[src/rtl/mul_add_reconstruct.sv]
// Sequential shift-add multiply-accumulate: product = multiplicand * multiplier + addend.
// Rebuilds a restoring-divider dividend from quotient, divisor and remainder over width cycles.
//
// state | meaning
// IDLE  | waiting for valid_in, product holds the last result
// CALC  | one shift-add iteration per cycle, width iterations total
module mul_add_reconstruct #(
  parameter int width = 16
) (
  input  logic                 clk,
  input  logic                 reset,
  input  logic [width-1:0]     multiplicand,
  input  logic [width-1:0]     multiplier,
  input  logic [width-1:0]     addend,
  input  logic                 valid_in,
  output logic                 busy,
  output logic                 valid_out,
  output logic [2*width-1:0]   product
);

  localparam int CW = (width > 1) ? $clog2(width) : 1;
  localparam logic [CW-1:0] COUNT_LAST = CW'(width - 1);

  typedef enum logic {IDLE, CALC} state_t;

  state_t               state_q, state_d;
  logic [2*width-1:0]   a_q, a_d;
  logic [width-1:0]     b_q, b_d;
  logic [2*width-1:0]   acc_q, acc_d;
  logic [CW-1:0]        count_q, count_d;
  logic                 busy_q, busy_d;
  logic                 valid_out_q, valid_out_d;
  logic [2*width-1:0]   product_q, product_d;
  logic [2*width-1:0]   acc_sum;

  always_comb begin
    state_d     = state_q;
    a_d         = a_q;
    b_d         = b_q;
    acc_d       = acc_q;
    count_d     = count_q;
    busy_d      = busy_q;
    valid_out_d = 1'b0;
    product_d   = product_q;
    acc_sum     = acc_q;

    if (state_q == IDLE) begin
      if (valid_in) begin
        a_d     = {{width{1'b0}}, multiplicand};
        b_d     = multiplier;
        acc_d   = {{width{1'b0}}, addend};
        count_d = '0;
        busy_d  = 1'b1;
        state_d = CALC;
      end
    end else begin
      // Max result is 2^2w - 2^w, so the 2w-bit sum never carries out.
      acc_sum = b_q[0] ? (acc_q + a_q) : acc_q;
      acc_d   = acc_sum;
      a_d     = a_q << 1;
      b_d     = b_q >> 1;
      count_d = count_q + CW'(1);
      if (count_q == COUNT_LAST) begin
        product_d   = acc_sum;
        valid_out_d = 1'b1;
        busy_d      = 1'b0;
        state_d     = IDLE;
      end
    end
  end

  always_ff @(posedge clk or negedge reset) begin
    if (!reset) begin
      state_q     <= IDLE;
      a_q         <= '0;
      b_q         <= '0;
      acc_q       <= '0;
      count_q     <= '0;
      busy_q      <= 1'b0;
      valid_out_q <= 1'b0;
      product_q   <= '0;
    end else begin
      state_q     <= state_d;
      a_q         <= a_d;
      b_q         <= b_d;
      acc_q       <= acc_d;
      count_q     <= count_d;
      busy_q      <= busy_d;
      valid_out_q <= valid_out_d;
      product_q   <= product_d;
    end
  end

  assign busy      = busy_q;
  assign valid_out = valid_out_q;
  assign product   = product_q;

endmodule
[config.mk]
export PLATFORM = sky130hd
export DESIGN_NAME = mul_add_reconstruct
export DESIGN_NICKNAME = d
export VERILOG_FILES = /design/src/rtl/mul_add_reconstruct.sv
export SDC_FILE = /design/constraint.sdc
export NUM_CORES = 1
export LEC_CHECK = 0
export ABC_AREA = 1
export CORE_ASPECT_RATIO = 1.75
export CORE_MARGIN = 5
export CORE_UTILIZATION = 47
export CTS_BUF_LIST = sky130_fd_sc_hd__clkbuf_16
export CTS_CLUSTER_DIAMETER = 80
export DETAILED_ROUTE_END_ITERATION = 10
export PLACE_DENSITY = 0.69
export SLEW_MARGIN = 20
export SYNTH_ARGS = -nofsm -noshare
export SYNTH_HDL_FRONTEND = slang
export SYNTH_SLANG_ARGS = --single-unit
[constraint.sdc]
create_clock -name clk -period 5.6 [get_ports clk]
set_input_delay 1.12 -clock clk [delete_from_list [all_inputs] [get_ports clk]]
set_output_delay 1.12 -clock clk [all_outputs]
set_load 0.01 [all_outputs]
# Word-level counts from Yosys, hierarchy flattened
# Index checks and enable logic that the tools add are counted.
totals:
  reg_bits: 119
  wordCells: 32
classes:
  addsub: 2
  n_eq_ne: 2
  n_mux: 17
  n_reduce_logical: 3
ops:
  columns: ["cell", "count"]
  rows:
  - ["2-to-1 mux 32 bit", 5]
  - ["adder 32 bit", 1]
  - ["2-to-1 mux 16 bit", 2]
  - ["2-to-1 mux 1 bit", 8]
  - ["2-to-1 mux 4 bit", 2]
  - ["adder 4 x 1 -> 4 bit, second input constant", 1]
  - ["equality test 4 bit, second input constant", 1]
  - ["AND reduction 2 bit", 2]
  - ["inequality test 2 x 1 -> 1 bit, second input constant", 1]
  - ["nonzero test 2 bit", 1]

# Logic depth before layout (Yosys ltp)
logic_depth:
  word_depth: 3
  ltp_mapped: 13
  mapped_depth_nobuf: 13

# Worst setup path after synthesis
# No wires, ideal clock.
synth_path:
  path_type: "input to register"
  from: "in valid_in"
  to: "reg a_q[14]"
  setup_ps: 87
  arrival_ps: 1851
  required_ps: 5513
  path_slack_ps: 3663
  stages: 5
  path_buffers: 2
  cell_sequence: "nor2_1 > buf_2 > buf_2 > nand2_1 > o211ai_1"
synth_between:
  elab_chain_cells: 1
synth_lines:
  columns: ["element", "line", "rtl"]
  rows:
  - ["start: declaration", "15", "input logic valid_in,"]
  - ["nonzero test 2 bit (no line)", null, null]
  - ["end signal: assignment", "75", "a_q <= '0;"]
  - ["end signal: assignment", "84", "a_q <= a_d;"]
  - ["end: declaration", "27", "logic [2*width-1:0] a_q, a_d;"]
# Every way passes these cells.
# A chain may end at the register's enable or synchronous reset.

# Worst setup path in the final report
layout_path:
  from: "in valid_in"
  to: "reg a_q[13]"
# The elaborated chain is that of the path after synthesis.

==> results.md <==
- Vias post-DR: 6943
- Proportion of power drawn by the clock network: 20.8%
- Sequential share of the synthesized area: 39.7%
- Crit Path Category: in2reg
- Share of post-route cells with drive strength above 1: 7.38%
- Worst setup endpoint: a_q[13]
- Postcts setup bufs: 0
- Reg-to-reg setup timing slack: 3.12 ns
- Commonest non-fill, non-tap cells in the layout: 420 x nand2_1, 148 x inv_1, 118 x dfrtp_1, 107 x nand3_1, 83 x clkdlybuf4s50_1
- Ys flop type: dfrtp_1
- Core area: 15800 sq um
- Leakage: 4.78 nW
- Register area: 2980 sq um
- CP Buf/Inv Count: 3
- CP max stage delay: 0.56 ns
- CTS tree: yes
- Yosys cell types: 35
- Yosys reg bits: 119
- I/O pins: 85
- Worst-path clk slew: 0.06 ns
- Htree depth: 4
- Commonest non-fill, non-tap cell in the layout: nand2_1
- Top cells by area, synth: dfrtp_1 40%, nand2_1 21%, inv_1 7.5%
- Antenna violations before repair: 0
- Synth Net Count: 1147
- RD Place Congestion: 0.990
- Starting Density: 47.5%
- Final core utilization: 57.5%
- Root Driver: clkbuf_16
- Worst Max-Slew Pin Slew: 1.02 ns
- Diode count: 0
- Rel. slew slack: 31.6%
- Share of the synthesized area in the top cell type: 39.7%
- Comb power frac: 52.5%
- Slowest-stage cell, CP: inv_1
- # fillers: 1484
- Gate Count Post-Synth: 1063
- Fmax: 0.351 GHz
- Unrepaired setup endpoints after global routing: false
- CP startpoint kind: primary input
- Outcome: completed
- Die height: 177 um
- PortBufs: 84
- Post-route antenna net violation count: 0
- Crit-path cells: clkdlybuf4s50_1 > nor2_4 > buf_4 > inv_1 > o221ai_1
- Fin crit period: 2.85 ns
- Reg-to-reg endpoint: product[28]
- Post-Syn Area: 7500 sq um
- Required time worst endpoint: 5.91 ns
- Critical-path maximum fanout: 59
- Ys async rst share: 100%
- Nets: 1223
- Routed len/inst: 16.1 um
- Net switching fraction of the power: 45.4%
- Hold Crit Class: reg2reg
- TritonCTS Sinks: 119
- Cell row count: 61
- Cell Int Power: 3.16 mW
- Setup-failing EPs final: 0
- Die Wd: 106 um
- Dpl hpwl: 16200 um
- Setup TNS: 0 ns
- Slew Limit Fails: 0
- Largest net degree at the start of global routing: 60
- Post-synth EDFFs: 0
- Total Wirelength: 21600 um
- CTS buffer count: 17
- Final period util: 50.9%
- GR Overflow Total: 0
- NetSw: 2.63 mW
- Vias per cell: 5.18
- Vias in the first global route: 7070
- R2R depth: 12
- PwrDens: 638 nW/um^2
- GRT Total Usage: 23.9%
- Worst R2R Start: a_q[0]
- Max Cap Viol: 0
- Critical Path End Type: register
- Hold buffers post-CTS: 0
- VDD IR max: 0.327 mV
- Multi-input gate area: 3770 sq um
- Sequential Power Share: 26.8%
- Synth warn: 0
- Syn avg cell area: 7.06 sq um
- Skew final: 0.00934 ns
- Biggest area consumer among synthesized cells: dfrtp_1
- Resized cells post-CTS: 0
- Clock Tree Buf Depth: 2
- TritonRoute pass-1 iters: 5
- First-pass GRT wire length: 34800 um
- CP delay by family, top: buffers and inverters
- Final hold vios: 0
- Clk Latency, worst-skew pair: 0.41 ns
- Residual DRC: 0
- Die area: 18700 sq um
- DRT iter0 DRCs: 308
- Critical Path Start: valid_in
- Layout area overhead: 21.1%
- Worst path depth: 5
- CP arrival: 3.15 ns
[synthesized netlist by cell type (6+ instances only)]
cell type	n
a21oi_1	24
buf_2	15
clkbuf_1	11
dfrtp_1	119
ha_1	32
inv_1	149
nand2_1	420
nand2_2	9
nand3_1	107
nand3_2	13
nor2_1	41
o211ai_1	12
o21ai_0	19
o21bai_1	6
o22ai_1	14
or2_2	17
xnor2_1	13
[routing by layer]
layer | share of wire, % | global-route usage [%] | vias up
li1 | - | - | 3509
met5 | 0 | 0 | -
met3 | 3.4 | 3.14 | 59
met1 | 35 | 23.5 | 3184
met2 | 55 | 45.9 | 191
met4 | 6.3 | 15.6 | 0
[kinds of logic (layout without fill, tap and decap cells)]
group	Yosys count	after routing	share of synthesized area [%]
compound gates	94	94	7.79
simple gates	618	618	35.0
fa+ha+maj	33	33	5.60
flops	119	119	39.7
xor+xnor	15	15	1.75
buf+inv	184	273	10.1
[registers in the layout (all words and copies together), names as in the netlist]
register	cells
busy	1
product	32
a_q	32
b_q	16
count_q	4
state_q	1
acc_q	32
valid_out	1
[how the worst min path moves through the flow]
stage	start	to	slack (ns)	cells past startpoint
6_report	product[23]	product[23]	0.48	2
5_1_grt	product[4]	product[4]	0.50	2
4_1_cts	product[23]	product[23]	0.48	2
3_5_place_dp	product[23]	product[23]	0.47	2
3_3_place_gp	product[6]	product[6]	0.47	2
2_1_floorplan	count_q[3]	count_q[3]	0.46	1
[power groups by stage]
| stage | sequential [mW] | clock, mW | combinational, mW |
|---|---|---|---|
| after floorplan | 1.48 | 0 | 2.16 |
| after global placement | 1.55 | 0 | 2.98 |
| after detailed placement | 1.56 | 0 | 3.03 |
| after CTS | 1.55 | 1.22 | 3.05 |
| after global routing | 1.60 | 1.26 | 3.42 |
| final | 1.55 | 1.20 | 3.04 |
[through the flow]
step	power (mW)	instances	hold WS, ns	area, sq um	setup WS [ns]
after floorplan	3.64	1063	0.459	7500	3.66
after global placement	4.53	1309	0.466	8450	2.43
after detailed placement	4.59	1309	0.469	8450	2.36
after CTS	5.82	1341	0.483	9080	2.74
after global routing	6.28	1341	0.498	9080	2.58
final	5.79	1341	0.479	9080	2.75
[tightest hold or removal path, delay by kind of cell, from the launching register on]
family,cells,cell delay [ns]
simple gates,2,0.10
flops,1,0.34
[cell type report]
cell class / instances / share of cell area [%]
Tap cell: 189 / 2.60
Clock inverter: 15 / 2.34
Clock buffer: 17 / 4.68
Multi-Input combinational cell: 760 / 41.5
Sequential cell: 119 / 32.8
Timing Repair Buffer: 92 / 9.89
Inverter: 149 / 6.16
No activity file was read; power rests on OpenSTA's default activity.
